`src/rtl/la_wb_arbiter.sv`:
```
// Two-master Wishbone arbiter in front of the logic-analyzer register slave.
// Round-robin grant per bus cycle, with a watchdog that aborts stalled transfers.
module la_wb_arbiter #(
  parameter int TIMEOUT = 16,
  parameter int CNT_W   = 5
) (
  input  logic        wb_clk_i,
  input  logic        wb_rst_i,

  input  logic        m0_cyc_i,
  input  logic        m0_stb_i,
  input  logic        m0_we_i,
  input  logic [3:0]  m0_sel_i,
  input  logic [31:0] m0_adr_i,
  input  logic [31:0] m0_dat_i,
  output logic        m0_ack_o,
  output logic        m0_err_o,
  output logic [31:0] m0_dat_o,

  input  logic        m1_cyc_i,
  input  logic        m1_stb_i,
  input  logic        m1_we_i,
  input  logic [3:0]  m1_sel_i,
  input  logic [31:0] m1_adr_i,
  input  logic [31:0] m1_dat_i,
  output logic        m1_ack_o,
  output logic        m1_err_o,
  output logic [31:0] m1_dat_o,

  output logic        s_cyc_o,
  output logic        s_stb_o,
  output logic        s_we_o,
  output logic [3:0]  s_sel_o,
  output logic [31:0] s_adr_o,
  output logic [31:0] s_dat_o,
  input  logic        s_ack_i,
  input  logic [31:0] s_dat_i,

  output logic [1:0]  gnt_o
);

  typedef enum logic [1:0] {
    IDLE  = 2'd0,
    GNT   = 2'd1,
    ABORT = 2'd2
  } state_e;

  localparam logic [CNT_W-1:0] CntLast = CNT_W'(TIMEOUT - 1);

  state_e           state_q;
  logic             g_q;
  logic             last_q;
  logic             err_q;
  logic [CNT_W-1:0] cnt_q;
  logic [CNT_W-1:0] cnt_d;

  logic             gCyc;
  logic             gStb;
  logic             gWe;
  logic [3:0]       gSel;
  logic [31:0]      gAdr;
  logic [31:0]      gDat;

  assign gCyc  = g_q ? m1_cyc_i : m0_cyc_i;
  assign gStb  = g_q ? m1_stb_i : m0_stb_i;
  assign gWe   = g_q ? m1_we_i  : m0_we_i;
  assign gSel  = g_q ? m1_sel_i : m0_sel_i;
  assign gAdr  = g_q ? m1_adr_i : m0_adr_i;
  assign gDat  = g_q ? m1_dat_i : m0_dat_i;
  assign cnt_d = cnt_q + CNT_W'(1);

  // Ack is checked before the watchdog limit so a last-moment ack still completes the beat.
  always_ff @(posedge wb_clk_i or posedge wb_rst_i) begin
    if (wb_rst_i) begin
      state_q <= IDLE;
      g_q     <= 1'b0;
      last_q  <= 1'b1;
      err_q   <= 1'b0;
      cnt_q   <= '0;
    end else begin
      err_q <= 1'b0;
      case (state_q)
        IDLE: begin
          cnt_q <= '0;
          if (m0_cyc_i || m1_cyc_i) begin
            state_q <= GNT;
            if (m0_cyc_i && m1_cyc_i) begin
              g_q <= ~last_q;
            end else begin
              g_q <= m1_cyc_i;
            end
          end
        end
        GNT: begin
          if (!gCyc) begin
            state_q <= IDLE;
            last_q  <= g_q;
            cnt_q   <= '0;
          end else if (s_ack_i || !gStb) begin
            cnt_q <= '0;
          end else if (cnt_q == CntLast) begin
            state_q <= ABORT;
            err_q   <= 1'b1;
            cnt_q   <= '0;
          end else begin
            cnt_q <= cnt_d;
          end
        end
        ABORT: begin
          cnt_q <= '0;
          if (!gCyc) begin
            state_q <= IDLE;
            last_q  <= g_q;
          end
        end
        default: begin
          state_q <= IDLE;
          cnt_q   <= '0;
        end
      endcase
    end
  end

  // Slave side only ever sees the granted master; s_ack_i never feeds back into s_*_o.
  always_comb begin
    s_cyc_o  = 1'b0;
    s_stb_o  = 1'b0;
    s_we_o   = 1'b0;
    s_sel_o  = '0;
    s_adr_o  = '0;
    s_dat_o  = '0;
    m0_ack_o = 1'b0;
    m1_ack_o = 1'b0;
    m0_dat_o = '0;
    m1_dat_o = '0;
    if (state_q == GNT) begin
      s_cyc_o = gCyc;
      s_stb_o = gStb;
      s_we_o  = gWe;
      s_sel_o = gSel;
      s_adr_o = gAdr;
      s_dat_o = gDat;
      if (g_q) begin
        m1_ack_o = s_ack_i;
        m1_dat_o = s_dat_i;
      end else begin
        m0_ack_o = s_ack_i;
        m0_dat_o = s_dat_i;
      end
    end
  end

  assign m0_err_o = err_q & ~g_q;
  assign m1_err_o = err_q &  g_q;

  always_comb begin
    gnt_o = 2'b00;
    if (state_q != IDLE) begin
      gnt_o = g_q ? 2'b10 : 2'b01;
    end
  end

endmodule
```
`config.mk`:
```
export PLATFORM = sky130hd
export DESIGN_NAME = la_wb_arbiter
export DESIGN_NICKNAME = d
export VERILOG_FILES = /design/src/rtl/la_wb_arbiter.sv
export SDC_FILE = /design/constraint.sdc
export NUM_CORES = 1
export LEC_CHECK = 0
export CAP_MARGIN = 15
export CORE_AREA = 2 2 123 125
export DETAILED_ROUTE_END_ITERATION = 8
export DIE_AREA = 0 0 125 127
export PLACE_DENSITY = 0.67
export SLEW_MARGIN = 20
export SYNTH_ARGS = -nofsm -noshare
export SYNTH_HDL_FRONTEND = slang
export SYNTH_SLANG_ARGS = --single-unit
```
`constraint.sdc`:
```
create_clock -name wb_clk_i -period 1.4 [get_ports wb_clk_i]
set_input_delay 0.14 -clock wb_clk_i [delete_from_list [all_inputs] [get_ports wb_clk_i]]
set_output_delay 0.14 -clock wb_clk_i [all_outputs]
set_load 0.05 [all_outputs]
```
Word level (Yosys, flattened, before mapping)
Cells that the tools add are included.

Register bits after elaboration: 10. Output and inout port bits: 141. Logic and storage cells: 65.

$add $sub $neg: 1. Equality and inequality tests: 7. Multiplexer cells: 37. Bitwise gates (word level): 5. Reduce and logical (&&, ||, !) cells: 10.

Operators with widths (count): $mux W32 (8); $mux W5 (4); $mux W1 (15); $mux W2 (7); $mux W4 (2); $ne A3 B3 Y1 const B (2); $pmux W2 S3 (1); $add A5 B1 Y5 const B (1); $eq A5 B4 Y1 const B (1); $ne A2 B2 Y1 const B (2); $reduce_and A2 Y1 (2); $reduce_and A4 Y1 (1); $not A1 Y1 (3); $and A1 B1 Y1 (2); $eq A2 B1 Y1 const B (1); $eq A2 B2 Y1 const B (1); $logic_not A2 Y1 (1); $logic_or A1 B1 Y1 (2); $reduce_bool A2 Y1 (1); $reduce_or A2 Y1 (1); $logic_and A1 B1 Y1 (1); $logic_not A1 Y1 (1).

Longest topological paths before layout
Gate-level depths: netlist of the first run.

Depth in word-level cells: 6. Mapped depth: 5. Gate-level depth less buffers: 5.

Worst setup path before layout of the first run
OpenSTA, ideal clock, no wires.

Path type: register to output. From: register state_q[1]. To: output port s_adr_o[0]. Data arrival time: 1.859 ns. Data required time: 1.260 ns. Slack: -0.599 ns. Cell stages (with the launch flop): 6. Buffers on the path: 2. Cell sequence: dfrtp_1 -> inv_1 -> ha_1 -> clkbuf_1 -> clkbuf_1 -> nor2b_1.

Longest elaborated chain between the ends: 2.

RTL lines: from (decl) (RTL line 50) `state_e state_q;`; from (signal assigned) (RTL line 75) `state_q <= IDLE;`; from (signal assigned) (RTL line 86) `state_q <= GNT;`; from (signal assigned) (RTL line 96) `state_q <= IDLE;`; $eq A2 B1 Y1 (RTL line 136) `if (state_q == GNT) begin`; $mux W32 (RTL line 136); to (decl) (RTL line 34) `output logic [31:0] s_adr_o,`.

No other way between the ends.

Worst setup path in the final report of the first run
From: register g_q. To: output port s_dat_o[30].

Longest elaborated chain between the ends: 2.

RTL lines: from (decl) (RTL line 51) `logic g_q;`; from (signal assigned) (RTL line 88) `g_q <= ~last_q;`; from (signal assigned) (RTL line 90) `g_q <= m1_cyc_i;`; $mux W32 (RTL line 69) `assign gDat = g_q ? m1_dat_i : m0_dat_i;`; $mux W32 (RTL line 136); to (decl) (RTL line 35) `output logic [31:0] s_dat_o,`.

No other way between the ends.

==> reports/metrics.yaml, run 1 <==
run_status:
  outcome: "complete, but fails checks"
  violations: "negative setup slack"
cells_and_area:
  post-route-util_pct: 63.3
  fill_cells: 1068
  instances_no_fill: 824
  syn_to_final_growth_pct: 316
  drive_above_1_share_pct: 67.0
  num_antenna_cells: 0
  nNetsFinal: 822
  layout_commonest_cell: "clkdlybuf4s50_1"
  mostFrequentLayoutCells: "176 x clkdlybuf4s50_1, 150 x buf_12, 73 x nor2b_4, 40 x mux2i_2, 34 x and2_4"
sta:
  maxSlewViolCount: 0
  fin_ws_ps: -335
  fmax_mhz: 577
  min_period_ps: 1730
  setup_viol: 149
  whs_ps: 198
  tightest_slew_ps: 403
  slew_headroom_pct: 73.1
  min_period_over_period_pct: 124
  rsz0062_at_grt: "true"
  clock_skew_ps: 1.10
  hold_viol_final: 0
cts:
  cts_tree: "built"
  cts-hold-fix-buffers: 0
  htree_levels: 1
  numCtsBuffers: 3
  clk_pin_slew_ps: 40
  cts_root_buf: "clkbuf_16"
  clk-insertion-delay-late_ps: 240
  cts.sinks: 10
  cts.path.max_buffers: 2
critical_path:
  reg2reg_depth: 5
  cp-end-kind: "output pin"
  cp_max_fo: 16
  worstPathArrival_ps: 1590
  required_ps: 1260
  crit_type: "flop to output pin"
  start_kind: "flop"
floorplanning:
  io-pin-count: 318
  die_w_um: 125
  die-area_um2: 15900
  rows: 44
  die_h_um: 127
  start_util_pct: 15.2
  core_um2: 14400
min_path:
  hp-class: "input pin to async pin"
yosys:
  yosys.area_share.simple_pct: 44.4
  synth.distinct_cells: 25
  synth-compound-area-share_pct: 2.17
  synth_area_per_cell_um2: 7.64
  ys_seq_area_share_pct: 11.5
  ys_warn_count: 0
  syn_inst: 287
  synth_top_family_by_area: "simple AND/OR/NAND/NOR gates"
  synth_fa_ha_area_share_pct: 2.28
  netlist_area_um2: 2190
  syn_nets: 468
  synth_mux_area_share_pct: 33.0
  synthXorXnorAreaFrac_pct: 0.799
  yosys_register_bits: 10
power_and_ir_drop:
  power_density_nw_per_um2: 2410
  power_mw: 22.0
  p_leak_nw: 3.75
  ir_drop_v: 0.00131
drt:
  routed_via_density: 4.29
  antenna_left: 0
  drtPass1Iterations: 4
  drt_iter0_drc: 110
  vias: 3535
  routed_wl_um: 15200
  routedWlPerCell_um: 18.5
  drc_errors: 0
global_routing:
  antenna_found_initial: 0
  grt_max_degree: 25
  grt_pass1_vias: 3856
  overflow: 0
  grt_pass1_wl_um: 21600
  grt_util_all_layers_pct: 17.1
run:
  max_cap_violations: 0
place:
  pre_cts_ws_ps: -227
  post-place-cells: 793
  dp_hpwl_um: 11100
  place_congestion: 0.830
  io_buffers: 317
[path summary, 6_finish.rpt]
path                                           to                from  slack (ps)
max in group asynchronous      last_q$_DFFE_PP1P_            wb_rst_i         880
setup / recovery                      s_dat_o[30]     g_q$_DFFE_PP0P_        -330
setup reg to reg           state_q[0]$_DFFE_PP0P_     g_q$_DFFE_PP0P_        -290
hold reg to reg                cnt_q[4]$_DFF_PP0_  cnt_q[4]$_DFF_PP0_         540
hold / removal                    g_q$_DFFE_PP0P_            wb_rst_i         200
min in group wb_clk_i          cnt_q[4]$_DFF_PP0_  cnt_q[4]$_DFF_PP0_         540
[critical path, cell delays in order (launching register included)]
cell     delay [ps]
dfrtp_4         440
buf_12          150
buf_12          210
mux2i_2         320
nor2b_4          70
buf_12          150
[repair_timing]
item	4_1_cts	5_1_grt
setup buffers	14	5
endpoints found under the hold margin	0	0
setup endpoints to repair	147	150
pin swaps	9	9
gates cloned	8	5
resized for setup	143	44
[Yosys cell counts]
cell,number,area share (%)
nor4_2,1,0.57
dfstp_2,1,1.2
o21ai_1,1,0.23
inv_1,6,1.0
nand2_1,4,0.68
a32o_1,1,0.46
ha_1,4,2.3
nand3_1,2,0.46
nor2b_1,73,21
clkbuf_1,18,3.1
nor2_1,9,1.5
and3_1,33,9.4
mux2_1,1,0.51
a21oi_1,4,0.91
or4_1,1,0.34
dfrtp_1,9,10
xor2_1,1,0.40
mux2_2,1,0.51
nand2b_1,1,0.29
a22oi_2,1,0.57
xnor2_1,1,0.40
buf_2,8,1.8
mux2i_1,70,32
and2_1,35,10
or3_1,1,0.29
[stage by stage]
stage | TNS [ps] | cell area (um^2)
2_1_floorplan | -465 | 2940
3_3_place_gp | -11100 | 7900
3_5_place_dp | -14310 | 7900
4_1_cts | -44580 | 8810
5_1_grt | -48550 | 9130
6_report | -41410 | 9130
[logic make-up (layout without fill, tap and decap cells)]
| family | count (synthesis) | after routing |
|---|---|---|
| adder cells (fa/ha/maj) | 4 | 4 |
| AO/OA/AOI/OAI | 7 | 7 |
| multiplexers | 72 | 72 |
| flip-flops | 10 | 10 |
| AND/OR/NAND/NOR | 160 | 160 |
| buffers and inverters | 32 | 385 |
| XOR/XNOR | 2 | 2 |
[report_power, final]
group / internal, mW / switching, mW / leakage (nW)
Sequential: 0.358 / 0.0569 / 0.130
Combinational: 11.1 / 9.99 / 3.59
Clock: 0.382 / 0.133 / 0.0382
[routing by layer]
layer,GRT usage (%),share of wire [%]
met5,0,0
met4,1.57,0.56
met3,1.97,5.1
met2,35.8,60
met1,18.9,34
[state kept, by name, indices dropped and copies added (netlist names)]
signal	flops
cnt_q	5
err_q	1
g_q	1
last_q	1
state_q	2
[layout make-up]
type	count	area, um^2	area share, %
clock buffers	4	78.8	0.864
inverters	6	27.5	0.302
multi-input cells	245	3160	34.6
flip-flops and latches	10	255	2.80
well taps	184	230	2.52
repair buffers	375	5370	58.9
(Power assumes the default switching activity.)
==> run 2: changes to the inputs <==
PLACE_DENSITY = 0.66   (was 0.67)
==> run 2 against run 1 <==
The run still ends with negative setup slack left; global-route usage shrank 0.060 points; total power shrank 3.4%; sequential cell count is the same; sequential share of layout area grew 0.082 points; critical path depth grew 1; sequential power grew 5.5%; final area shrank 2.8%; maximum frequency shrank 3.0%; hold slack lost 8.7 ps; non-clock buffer count shrank 13; critical path type unchanged; critical endpoint is now m0_dat_o[5]; largest power group unchanged.
==> reports/metrics.yaml, run 2 (same netlist as run 1, synthesis figures left out) <==
run_status:
  outcome: "complete, but fails checks"
  violations: "negative setup slack"
cells_and_area:
  syn_to_final_growth_pct: 304
  layout_commonest_cell: "clkdlybuf4s50_1"
  num_antenna_cells: 0  # unchanged
  largest_reg_flops: 5  # unchanged
  instances_no_fill: 811  # -1.6%
  regMostFlops: "cnt_q"
  largestRegisters: "cnt_q: 5 flops, state_q: 2 flops"
  mostFrequentLayoutCells: "176 x clkdlybuf4s50_1, 148 x buf_12, 72 x nor2b_4, 34 x and2_4, 34 x mux2i_1"
  fill_cells: 1104  # +3.4%
  post-route-util_pct: 61.5  # -1.8 points
  drive_above_1_share_pct: 61.2  # -5.8 points
  nNetsFinal: 809  # -1.6%
  finalInstanceArea_um2: 8870  # -2.8%
power_and_ir_drop:
  power_frac_seq_pct: 2.1  # +0.2 points
  power_frac_comb_pct: 95.3  # -0.5 points
  ir_drop_v: 0.00147  # +12%
  power_mw: 21.2  # -3.4%
  swShare_pct: 46.8  # +0.50 points
  netSwitchingPower_mw: 9.94  # -2.4%
  p_int_mw: 11.3  # -4.3%
  clkPwrFrac_pct: 2.7  # +0.4 points
  p_leak_nw: 3.73  # -0.68%
  power_density_nw_per_um2: 2390  # -0.60%
drt:
  drtPass1Iterations: 4  # unchanged
  vias: 3472  # -1.8%
  drt_iter0_drc: 75  # -32%
  routed_via_density: 4.28  # -0.21%
  antenna_left: 0  # unchanged
  routed_wl_um: 14700  # -3.4%
  routedWlPerCell_um: 18.1  # -1.9%
  drc_errors: 0  # unchanged
critical_path:
  crit_type: "flop to output pin"
  worstPathArrival_ps: 1650  # +60 ps
  start_kind: "flop"
  cp_max_fo: 8  # -8
  cp-end-kind: "output pin"
  required_ps: 1260  # about the same
sta:
  tightest_slew_ps: 396  # -7.16 ps
  fin_ws_ps: -389  # -54.4 ps
  maxSlewViolCount: 0  # unchanged
  min_period_over_period_pct: 128  # +3.9 points
  hold_viol_final: 0  # unchanged
  whs_ps: 190  # -8.72 ps
  rsz0062_at_grt: "true"
  clock_skew_ps: 2.95  # +1.85 ps
  fmax_mhz: 559  # -3.0%
  setup_viol: 149  # unchanged
  slew_headroom_pct: 73.6  # +0.48 points
  min_period_ps: 1790  # +54.4 ps
global_routing:
  grt_pass1_vias: 3804  # -1.3%
  grt_pass1_wl_um: 21600  # -0.13%
  antenna_found_initial: 0  # unchanged
  grt_util_all_layers_pct: 17.0  # -0.060 points
  overflow: 0  # unchanged
  grt_max_degree: 45  # +80%
cts:
  cts_tree: "built"
  cts_root_buf: "clkbuf_16"
  cts.sinks: 10  # unchanged
  cts-hold-fix-buffers: 0  # unchanged
  clk_pin_slew_ps: 40  # about the same
  cts.path.max_buffers: 2  # unchanged
  numCtsBuffers: 3  # unchanged
  htree_levels: 1  # unchanged
  clk-insertion-delay-late_ps: 240  # about the same
floorplanning:
  die-area_um2: 15900  # unchanged
  core_um2: 14400  # unchanged
  die_w_um: 125  # unchanged
  die_h_um: 127  # unchanged
  start_util_pct: 15.2  # unchanged
  io-pin-count: 318  # unchanged
  rows: 44  # unchanged
place:
  dp_hpwl_um: 11100  # -0.19%
  post-place-cells: 789  # -0.50%
  place_area_um2: 7870  # -0.38%
  place_congestion: 0.839  # +1.0%
  io_buffers: 317  # unchanged
run:
  max_cap_violations: 0  # unchanged
min_path:
  hp-class: "input pin to async pin"
==> run 2: cell types whose count changed in the layout (fill, tap and decap cells not counted), sizes merged <==
cell | before | now
buf | 195 | 182
==> run 2: power groups by stage <==
stage	Combinational [mW]	Sequential [mW]	Clock (mW)
final	20.2	0.438	0.569
after global routing	20.9	0.446	0.593
after CTS	19.5	0.434	0.577
after detailed placement	17.9	0.432	0
after global placement	17.7	0.425	0
after floorplan	9.89	0.390	0
==> run 2: metal layers <==
metal	vias up	GRT usage [%]	share of wire (%)	wire length, um
li1	1655	-	-	-
met1	1666	19.3	35	5190
met2	141	33.7	58	8590
met3	10	2.68	5.5	804
met4	0	3.14	0.88	129
met5	-	0	0	0
==> run 2: critical path: stages (launching register included) <==
cell and delay (ps):
dfrtp_4 530, buf_8 170, nor2b_4 150, buf_12 130, clkbuf_16 150, and2_4 150, buf_12 130
==> run 2: repair_timing <==
item / CTS / global route
gates cloned: 5 / 4
pin swaps: 8 / 19
setup endpoints to repair: 149 / 150
resized for setup: 80 / 54
buffers inserted: 8 / 5
==> run 2: layout make-up <==
| cell class | count | area [um^2] | share of cell area (%) |
|---|---|---|---|
| Clock buffer | 4 | 88.8 | 1.00 |
| Inverter | 6 | 22.5 | 0.254 |
| Multi-Input combinational cell | 245 | 3020 | 34.0 |
| Sequential cell | 10 | 255 | 2.88 |
| Tap cell | 184 | 230 | 2.60 |
| Timing Repair Buffer | 362 | 5250 | 59.2 |
==> run 2: path summary, 6_finish.rpt <==
| check | startpoint | endpoint | slack (ps) | depth (start not counted) |
|---|---|---|---|---|
| max | g_q$_DFFE_PP0P_ | m0_dat_o[5] | -390 | 6 |
| min | wb_rst_i | g_q$_DFFE_PP0P_ | 190 | 2 |
| max reg2reg | g_q$_DFFE_PP0P_ | state_q[0]$_DFFE_PP0P_ | -300 | 6 |
| min reg2reg | last_q$_DFFE_PP1P_ | last_q$_DFFE_PP1P_ | 540 | 2 |
| max in group asynchronous | wb_rst_i | last_q$_DFFE_PP1P_ | 890 | 2 |
| min in group wb_clk_i | last_q$_DFFE_PP1P_ | last_q$_DFFE_PP1P_ | 540 | 2 |
==> run 2: metrics by stage <==
stage | setup WS [ps] | TNS (ps)
after global placement | -200 | -8920
final | -389 | -47970
after CTS | -367 | -47120
after floorplan | -63.9 | -465
after global routing | -425 | -55950
after detailed placement | -260 | -13530
